===== config.mk =====
export PLATFORM = sky130hd
export DESIGN_NAME = saturn_field_collector
export DESIGN_NICKNAME = d
export VERILOG_FILES = /design/src/rtl/saturn_def_field.sv /design/src/rtl/saturn_field_sext_add.sv /design/src/rtl/saturn_field_collector.sv
export SDC_FILE = /design/constraint.sdc
export NUM_CORES = 1
export LEC_CHECK = 0
export BUFFER_PORTS_ARGS = -buffer_cell sky130_fd_sc_hd__buf_2
export CAP_MARGIN = 40
export CORE_MARGIN = 3
export CORE_UTILIZATION = 40
export CTS_CLUSTER_DIAMETER = 120
export DETAILED_ROUTE_END_ITERATION = 12
export SETUP_SLACK_MARGIN = 0.5
export SKIP_LAST_GASP = 1
export SYNTH_ARGS = -nofsm -noshare
export SYNTH_HDL_FRONTEND = slang
export SYNTH_SLANG_ARGS = --single-unit

===== constraint.sdc =====
create_clock -name i_clk -period 10.55 [get_ports i_clk]
set_input_delay 1.5825 -clock i_clk [delete_from_list [all_inputs] [get_ports i_clk]]
set_output_delay 1.5825 -clock i_clk [all_outputs]
set_load 0.05 [all_outputs]

===== src/rtl/saturn_def_field.sv =====
// Shared definitions for the Saturn operand field collector: mode codes and FSM state encoding.
package saturn_def_field;

    localparam logic [1:0] FIELD_MODE_RAW  = 2'd0;
    localparam logic [1:0] FIELD_MODE_REL  = 2'd1;
    localparam logic [1:0] FIELD_MODE_ABS  = 2'd2;
    localparam logic [1:0] FIELD_MODE_RSVD = 2'd3;

    typedef enum logic [1:0] {
        FIELD_ST_IDLE    = 2'd0,
        FIELD_ST_COLLECT = 2'd1,
        FIELD_ST_DONE    = 2'd2
    } field_state_t;

endpackage


===== src/rtl/saturn_field_sext_add.sv =====
// Sign-extends a variable-length nibble field from its top collected nibble and adds it
// to a base address, wrapping modulo 2^ADDR_WIDTH.
module saturn_field_sext_add #(
    parameter int MAX_NIBBLES = 5,
    parameter int ADDR_WIDTH  = 20
) (
    input  logic [4*MAX_NIBBLES-1:0] field,
    input  logic [2:0]               length,
    input  logic [ADDR_WIDTH-1:0]    base,
    output logic [ADDR_WIDTH-1:0]    target
);

    localparam int FIELD_W = 4 * MAX_NIBBLES;
    localparam int EXT_W   = (FIELD_W > ADDR_WIDTH) ? FIELD_W : ADDR_WIDTH;

    logic             sign;
    logic [EXT_W-1:0] ext;

    always_comb begin
        sign = 1'b0;
        for (int i = 0; i < MAX_NIBBLES; i++) begin
            if (int'(length) == i + 1) begin
                sign = field[4*i+3];
            end
        end
        // Slots at or above length are filled with the sign, not with whatever sits in the field.
        ext = {EXT_W{sign}};
        for (int i = 0; i < MAX_NIBBLES; i++) begin
            if (i < int'(length)) begin
                ext[4*i +: 4] = field[4*i +: 4];
            end
        end
        target = ext[ADDR_WIDTH-1:0] + base;
    end

endmodule


===== src/rtl/saturn_field_collector.sv =====
// Multi-nibble operand collector (raw / PC-relative / absolute) fed by the decoder nibble stream.
// Optional SATURN_FIELD_RTN_DETECT_EN adds an all-zero relative field flag.
module saturn_field_collector
    import saturn_def_field::*;
#(
    parameter int MAX_NIBBLES = 5,
    parameter int ADDR_WIDTH  = 20
) (
    input  logic                     i_clk,
    input  logic                     i_reset,
    input  logic                     i_clk_en,
    input  logic [3:0]               i_phases,
    input  logic                     i_bus_busy,
    input  logic                     i_start,
    input  logic [2:0]               i_length,
    input  logic [1:0]               i_mode,
    input  logic [ADDR_WIDTH-1:0]    i_base_pc,
    input  logic [3:0]               i_nibble,
    output logic                     o_busy,
    output logic [2:0]               o_count,
    output logic [4*MAX_NIBBLES-1:0] o_field,
    output logic [ADDR_WIDTH-1:0]    o_target,
    output logic                     o_valid,
    output logic                     o_field_zero,
    output logic                     o_error
);

    localparam int FIELD_W = 4 * MAX_NIBBLES;

    field_state_t          state_q, state_d;
    logic [2:0]            count_q, count_d;
    logic [2:0]            len_q, len_d;
    logic [1:0]            mode_q, mode_d;
    logic [FIELD_W-1:0]    field_q, field_d;
    logic [ADDR_WIDTH-1:0] base_q, base_d;
    logic [ADDR_WIDTH-1:0] target_q, target_d;
    logic                  valid_q, valid_d;
    logic                  error_q, error_d;

    logic                  qualify;
    logic                  capture;
    logic                  complete;
    logic                  cleanup;
    logic                  request_ok;
    logic [FIELD_W-1:0]    captured_field;
    logic [ADDR_WIDTH-1:0] rel_target;
    logic                  unused_phases;

    assign unused_phases = ^i_phases[1:0];
    assign qualify       = i_clk_en & ~i_bus_busy;

    // The final nibble is folded in combinationally so the target is ready on the capture edge.
    always_comb begin
        captured_field = field_q;
        for (int i = 0; i < MAX_NIBBLES; i++) begin
            if (int'(count_q) == i) begin
                captured_field[4*i +: 4] = i_nibble;
            end
        end
        capture    = qualify && (state_q == FIELD_ST_COLLECT) && i_phases[2];
        complete   = capture && ((count_q + 3'd1) == len_q);
        cleanup    = qualify && (state_q == FIELD_ST_DONE) && i_phases[3];
        request_ok = (i_length != 3'd0) && (int'(i_length) <= MAX_NIBBLES)
                     && (i_mode != FIELD_MODE_RSVD);
    end

    saturn_field_sext_add #(
        .MAX_NIBBLES (MAX_NIBBLES),
        .ADDR_WIDTH  (ADDR_WIDTH)
    ) u_sext_add (
        .field  (captured_field),
        .length (len_q),
        .base   (base_q),
        .target (rel_target)
    );

    always_comb begin
        state_d  = state_q;
        count_d  = count_q;
        len_d    = len_q;
        mode_d   = mode_q;
        field_d  = field_q;
        base_d   = base_q;
        target_d = target_q;
        valid_d  = valid_q;
        error_d  = error_q;
        case (state_q)
            FIELD_ST_IDLE: begin
                if (qualify && i_start) begin
                    if (request_ok) begin
                        len_d    = i_length;
                        mode_d   = i_mode;
                        base_d   = i_base_pc;
                        field_d  = '0;
                        count_d  = '0;
                        target_d = '0;
                        state_d  = FIELD_ST_COLLECT;
                    end else begin
                        error_d = 1'b1;
                    end
                end
            end
            FIELD_ST_COLLECT: begin
                if (capture) begin
                    field_d = captured_field;
                    count_d = count_q + 3'd1;
                    if (complete) begin
                        state_d = FIELD_ST_DONE;
                        valid_d = 1'b1;
                        case (mode_q)
                            FIELD_MODE_ABS: target_d = ADDR_WIDTH'(captured_field);
                            FIELD_MODE_REL: target_d = rel_target;
                            default:        target_d = '0;
                        endcase
                    end
                end
            end
            FIELD_ST_DONE: begin
                if (cleanup) begin
                    valid_d = 1'b0;
                    state_d = FIELD_ST_IDLE;
                end
            end
            default: state_d = FIELD_ST_IDLE;
        endcase
    end

    always_ff @(posedge i_clk) begin
        if (i_reset) begin
            state_q  <= FIELD_ST_IDLE;
            count_q  <= '0;
            len_q    <= '0;
            mode_q   <= FIELD_MODE_RAW;
            field_q  <= '0;
            base_q   <= '0;
            target_q <= '0;
            valid_q  <= 1'b0;
            error_q  <= 1'b0;
        end else begin
            state_q  <= state_d;
            count_q  <= count_d;
            len_q    <= len_d;
            mode_q   <= mode_d;
            field_q  <= field_d;
            base_q   <= base_d;
            target_q <= target_d;
            valid_q  <= valid_d;
            error_q  <= error_d;
        end
    end

`ifdef SATURN_FIELD_RTN_DETECT_EN
    // Unused slots are cleared at start, so a whole-field compare covers only collected nibbles.
    logic field_zero_q;

    always_ff @(posedge i_clk) begin
        if (i_reset) begin
            field_zero_q <= 1'b0;
        end else if (complete) begin
            field_zero_q <= (mode_q == FIELD_MODE_REL) && (captured_field == '0);
        end else if (cleanup) begin
            field_zero_q <= 1'b0;
        end
    end

    assign o_field_zero = field_zero_q;
`else
    assign o_field_zero = 1'b0;
`endif

    assign o_busy   = (state_q == FIELD_ST_COLLECT);
    assign o_count  = count_q;
    assign o_field  = field_q;
    assign o_target = target_q;
    assign o_valid  = valid_q;
    assign o_error  = error_q;

endmodule


Word level (Yosys, flattened, before mapping). Index checks and enable logic that the tools add are counted.

$add $sub $neg: 2. Multipliers: 0. Div/mod/pow operators: 0. $lt $le $gt $ge: 6. Equal/unequal tests: 20. Shift-type cells: 0. Mux-type cells: 37. Bitwise operators: 3. Reduce and logical (&&, ||, !) cells: 19.

Operators with widths (number): $pmux 20 s2 (3); $mux 20 (5); $mux 4 (10); $eq 3x3->1 const B (7); $add 20x20->20 (1); $mux 2 (5); $reduce_and 5->1 (2); $mux 3 (3); $logic_and 1x1->1 (8); $mux 1 (8); $ne 2x2->1 const B (4); $reduce_and 4->1 (2); $eq 3x2->1 const B (2); $lt 1x3->1 const A (2); $lt 2x3->1 const A (2); $pmux 2 s3 (1); $pmux 3 s2 (1); $reduce_and 3->1 (2); $eq 2x1->1 const B (2); $eq 2x2->1 const B (2); $ne 2x1->1 const B (2); $reduce_bool 2->1 (2); $add 3x1->3 const B (1); $eq 3x3->1 (1); 8 further kinds (9).

Bits in registers: 72. Bits in latches: 0. RAM bits: 0. Memory bits (read-only): 0. Input bits: 38. Output and inout port bits: 47. Logic and storage cells: 96. Memories kept: 0.

Depth between registers and ports, before layout.
Depth in word-level cells: 13. Mapped depth: 18. Depth with buffers taken out: 17.

Hierarchy. From an unflattened synthesis, not the netlist that was laid out.

Cell total of the unflattened synthesis: 533. Area total of the unflattened synthesis: 4593.2 um^2.

By module, submodules not included: saturn_field_collector (times used 1, cells each 326, area each 3260.6 um^2, sequential area each 1441.4 um^2); saturn_field_sext_add (times used 1, cells each 207, area each 1332.5 um^2, sequential area each 0.0 um^2).

Least setup slack after synthesis. OpenSTA, ideal clock, no wires.

Path kind: input-to-reg. Start: in i_nibble[3]. End: reg target_q[18], in the netlist o_target[18]. Setup time: 0.076 ns. Arrival time: 4.011 ns. Data required time: 10.474 ns. Slack: 6.463 ns. Cell stages on the path: 14. Buffers on the path: 0. Cell sequence: mux2i_1 -> o22ai_1 -> nor2_1 -> nor2_1 -> nor2_1 -> a21oi_1 -> ha_1 -> nand2_1 -> a2111oi_0 -> and3b_1 -> o221ai_1 -> a41oi_1 -> xor2_1 -> o22ai_1.

Cells in the longest elaborated chain, start to end: 12. Elaborated cells between the ends (all ways): 20. Classes of those cells: 1 x add/sub; 19 x mux.

RTL lines: start: declaration (line saturn_field_collector.sv:18) `input logic [3:0] i_nibble,`; $mux 4 (line saturn_field_collector.sv:56) `if (int'(count_q) == i) begin`; $mux 1 (5 in series) (line saturn_field_sext_add.sv:22) `if (int'(length) == i + 1) begin`; $mux 4 (line saturn_field_sext_add.sv:29) `if (i < int'(length)) begin`; $add 20x20->20 (*) (line saturn_field_sext_add.sv:33) `target = ext[ADDR_WIDTH-1:0] + base;`; $pmux 20 s2 (*) (line saturn_field_collector.sv:110) `case (mode_q)`; $mux 20 (*) (line saturn_field_collector.sv:107) `if (complete) begin`; $mux 20 (*) (line saturn_field_collector.sv:104) `if (capture) begin`; $pmux 20 s2 (*) (line saturn_field_collector.sv:87) `case (state_q)`; end signal: assignment (line saturn_field_collector.sv:146) `target_q <= target_d;`; end: declaration (line saturn_field_collector.sv:36) `logic [ADDR_WIDTH-1:0] target_q, target_d;`.

Mark *: on every way between the ends. The rest lies on a longest branch, timed or not. The select of a mux whose other input is x is not followed. A chain may end at the register's enable or synchronous reset.

Final worst setup path.
Start: reg count_q[0], in the netlist o_count[0]. End: reg target_q[18], in the netlist o_target[18].

Cells in the longest elaborated chain, start to end: 13. Elaborated cells between the ends (all ways): 30. Classes of those cells: 2 x add/sub; 6 x eq/ne; 19 x mux; 3 x reduce/logical.

RTL lines: start: declaration (line saturn_field_collector.sv:31) `logic [2:0] count_q, count_d;`; start signal: assignment (line saturn_field_collector.sv:141) `count_q <= count_d;`; $logic_not 3->1 (line saturn_field_collector.sv:56); $mux 4 (line saturn_field_collector.sv:56); $mux 1 (5 in series) (line saturn_field_sext_add.sv:22); $mux 4 (line saturn_field_sext_add.sv:29); $add 20x20->20 (line saturn_field_sext_add.sv:33); $pmux 20 s2 (line saturn_field_collector.sv:110); $mux 20 (line saturn_field_collector.sv:107); $mux 20 (line saturn_field_collector.sv:104); $pmux 20 s2 (line saturn_field_collector.sv:87).

Parallel ways exist; a longest one is shown, timed or not. The select of a mux whose other input is x is not followed.

==> key figures <==
Pwr
  • IR drop worst, VDD: ~0.000047 V
  • Flop pwr share: between 40 and 50%
  • Sw Share: roughly a quarter
  • Clock share of power: between 40% and 50%
  • Net Sw Power: roughly 150 uW
  • Pint: around 430 uW
  • Power per Cell Area: about 110 mW/mm2
  • P_leak: about 0.0021 uW
  • Gate power share: 9.3%

Floorplan
  • Die area: around 0.012 mm2
  • Cell row count: 37
  • Core area: about 0.010 mm2
  • Die height: about 110 um
  • Starting Density: a little over two fifths
  • Ports: 85
  • Die X: approximately 110 um

Cells and area
  • P&R area growth vs syn: 15.9%
  • Layout cell share with drive strength beyond 1: between 10% and 20%
  • Final #Nets: approximately 700
  • Ant. Diodes: 0
  • Fin cells: approximately 770
  • Final standard cell area without fillers: roughly 0.005 mm2

Setup path
  • Worst path slowest cell: nor2b_1
  • Setup CP Type: reg -> reg
  • Most used cell, CP: nor2_1
  • Crit Reg-Reg Startpoint: o_count[0]
  • Worst reg2reg path depth: 17
  • R2R setup slack: about 5600 ps
  • Cell Chain, Critical Path: inv_1 > ha_1 > nor2b_1 > mux2i_1 > o22ai_1 > nor2_1 > nor2_1 > nor2_1 > a21oi_1 > ha_1 > nand2_1 > a2111oi_0 > and3b_1 > o221ai_1 > a41oi_1 > xor2_1 > o22ai_1
  • CP required: 10840 ps
  • Largest stage delay, worst path: ~600 ps
  • Setup crit end kind: register
  • Critical path arrival: approximately 5200 ps
  • Worst-path maximum fanout: 8
  • Setup crit start kind: register
  • Worst r2r dst: o_target[18]

Place
  • Worst Setup Slack post-DPL: between 5000 and 6000 ps
  • Cell Area, Placed: 0.00483 mm2
  • Routability cong.: 0.925
  • Number of port buffers: 81
  • DP HPWL: about 9400 um
  • Post-Place Cells: ~760

Global routing
  • Vias in the first global route: between 4000 and 5000
  • Total GRT Usage: a little over a fifth
  • Largest net degree at the start of global routing: 72
  • Grt total ovfl: 0
  • Global-route wire length before repair: a little over 20000 um
  • Initial antenna violation count: 0

Detailed routing
  • Met2 WL: just over 6000 um
  • Via density per instance: 5.58
  • Via count: approximately 4300
  • Drt total wl: ~13000 um
  • TritonRoute pass-1 iters: 7
  • Routed length on met1: roughly 5800 um
  • DR WL/cell: around 17 um
  • WL met3: 660 um
  • Iteration-0 DRC Markers: between 300 and 400
  • Antenna viol nets, final: 0
  • Post-route DRC violation count: 0
  • Top sig layer: met4

Logic synthesis
  • Synth Net Count: approximately 640
  • Register bit total from synthesis: between 70 and 80
  • Main combinational cell family by area after synthesis: compound AO/OA/AOI/OAI gates
  • Top FF cell, synth: dfxtp_1
  • Syn Std Cell Area: roughly 0.0044 mm2
  • Syn. warnings: 0
  • Syn_area_per_cell: about 7.6 um2
  • Asr flop ratio synth: 0%
  • Simple-gate share of the synthesized area: between 20% and 30%
  • Register area share after synthesis: approximately a third
  • Number of synthesized flops with an enable pin: 0
  • Adder-Cell Fraction of Synth Area: 8.50%
  • Synth Area in XOR/XNOR: 4.22%
  • Mux cell area share after synthesis: 4.62%
  • Cell variety after synth: 56
  • Cells after Synth: 572
  • Synth Area in Compound Gates: between 20% and 30%

Min path
  • Cells on Worst Hold Path: 2
  • Min-delay src: base_q[16]
  • Hold Path End: base_q[16]
  • HP Class: reg -> reg

STA
  • Least-Margin Pin Slew: about 900 ps
  • Final setup viols: 0
  • Final period utilization: between 40% and 50%
  • Endpoints failing hold: 0
  • Minimum clock period after layout: roughly 4900 ps
  • RSZ-0062 raised after global routing: no
  • Total Neg Setup Slack: 0 ps
  • Worst slew margin: 40.6%
  • Crit path setup slack, layout: around 5600 ps
  • FMAX: about 0.20 GHz
  • Post-Route Skew: between 7 and 8 ps
  • Final Max Tran Viols: 0

CTS
  • Num CTS Buffers: 9
  • CTS Buffer Depth: 2
  • Htree depth: 3
  • Clock sink count: 72
  • Clk_lat worst skew: 370 ps
  • # Post-CTS Setup Buffers: 0
  • Resize count post-CTS: 0
  • Hold buffers post-CTS: 0
  • Root Driver: clkbuf_8
  • CTS tree: yes
  • Clock Pin Slew Worst Setup and Hold Paths: about 80 ps

Run status
  • Run status: complete, no violations

Run
  • Max Cap Viol: 0
-- through the flow --
step | hold WS (ps) | utilization (%) | power (uW)
floorplan | 441 | - | 320
global placement | 444 | 45.8 | 335
detailed placement | 450 | 46.2 | 337
CTS | 465 | 48.3 | 584
global route | 491 | 48.3 | 599
finish | 464 | 48.3 | 579
-- power groups by stage --
stage | Sequential [uW] | Combinational (uW) | Clock [uW]
floorplan | 284 | 35.6 | 0
global placement | 284 | 51.4 | 0
detailed placement | 284 | 53.5 | 0
CTS | 277 | 53.8 | 253
global route | 278 | 59.8 | 261
finish | 277 | 54.1 | 248
-- how the worst max path moves through the flow --
stage | start | to | slack [ps]
final | o_count[0] | o_target[18] | 5650
after global routing | o_count[0] | o_target[18] | 5400
after CTS | i_nibble[3] | o_target[18] | 5730
after detailed placement | i_nibble[3] | o_target[18] | 5390
after global placement | i_nibble[3] | o_target[18] | 5480
after floorplan | i_nibble[3] | o_target[18] | 6460
-- kinds of logic (layout without fill, tap and decap cells) --
kind of cell | count (synthesis) | after routing
simple gates | 209 | 209
compound gates | 166 | 166
flops | 72 | 72
buf+inv | 54 | 118
fa+ha+maj | 29 | 29
xor+xnor | 21 | 21
mux | 20 | 20
other cells | 1 | 1
-- worst max-delay path: cells and delay by family (launching register included) --
family	cells	cell delay (ps)
AOI/OAI and AO/OA	6	1470
xor gates and xnor gates	1	170
adders and majority gates	2	530
buffers and inverters	1	110
DFF	1	390
muxes	1	550
and+or+nand+nor	6	1590
-- state kept, by name, indices dropped and copies added (netlist names) --
register  count
o_count       3
o_field      20
o_valid       1
state_q       2
len_q         3
o_target     20
base_q       20
o_error       1
mode_q        2
-- routing by layer --
layer | GRT usage (%) | up-vias
li1 | - | 2136
met1 | 27.8 | 2025
met2 | 36.5 | 126
met3 | 3.67 | 23
met4 | 8.71 | 0
met5 | 0 | -
-- cell type report --
cell class | count | area [um2]
tap | 136 | 170
sequential | 72 | 1440
timing repair buffer | 84 | 455
inverter | 18 | 67.6
multi-input combinational | 446 | 2700
clock buffer | 10 | 138
fill | 1079 | 5410
clock inverter | 6 | 82.6
-- cell usage in the layout, fill, tap and decap left out, types with 12 or more instances in the layout --
cell type and n:
a21oi_1 96, buf_2 81, dfxtp_1 72, ha_1 28, inv_1 17, mux2i_1 19, nand2_1 90, nand3_1 12
nor2_1 48, nor3_1 16, o21ai_0 21, xor2_1 14
-- cells in the mapped netlist, types with 3 or more instances --
library cell | number | share of area [%]
mux2i_1 | 19 | 4.4
nand4_1 | 8 | 1.1
clkbuf_1 | 26 | 2.2
xnor2_1 | 7 | 1.4
a31oi_1 | 4 | 0.57
nor2_1 | 48 | 4.1
nor2b_1 | 7 | 1.0
dfxtp_1 | 72 | 33
nand2b_1 | 4 | 0.57
or3_1 | 3 | 0.43
o21ai_0 | 21 | 2.4
a221oi_1 | 3 | 0.60
a32oi_1 | 8 | 1.6
xor2_1 | 14 | 2.8
ha_1 | 28 | 8.0
and3_1 | 4 | 0.57
nor3_1 | 16 | 1.8
nand2_1 | 90 | 7.7
a21o_1 | 7 | 1.2
a21oi_1 | 96 | 11
o22ai_1 | 10 | 1.4
buf_2 | 8 | 0.92
inv_1 | 17 | 1.5
nand3_1 | 12 | 1.4
Note: power is estimated with default switching activity, not from simulation.
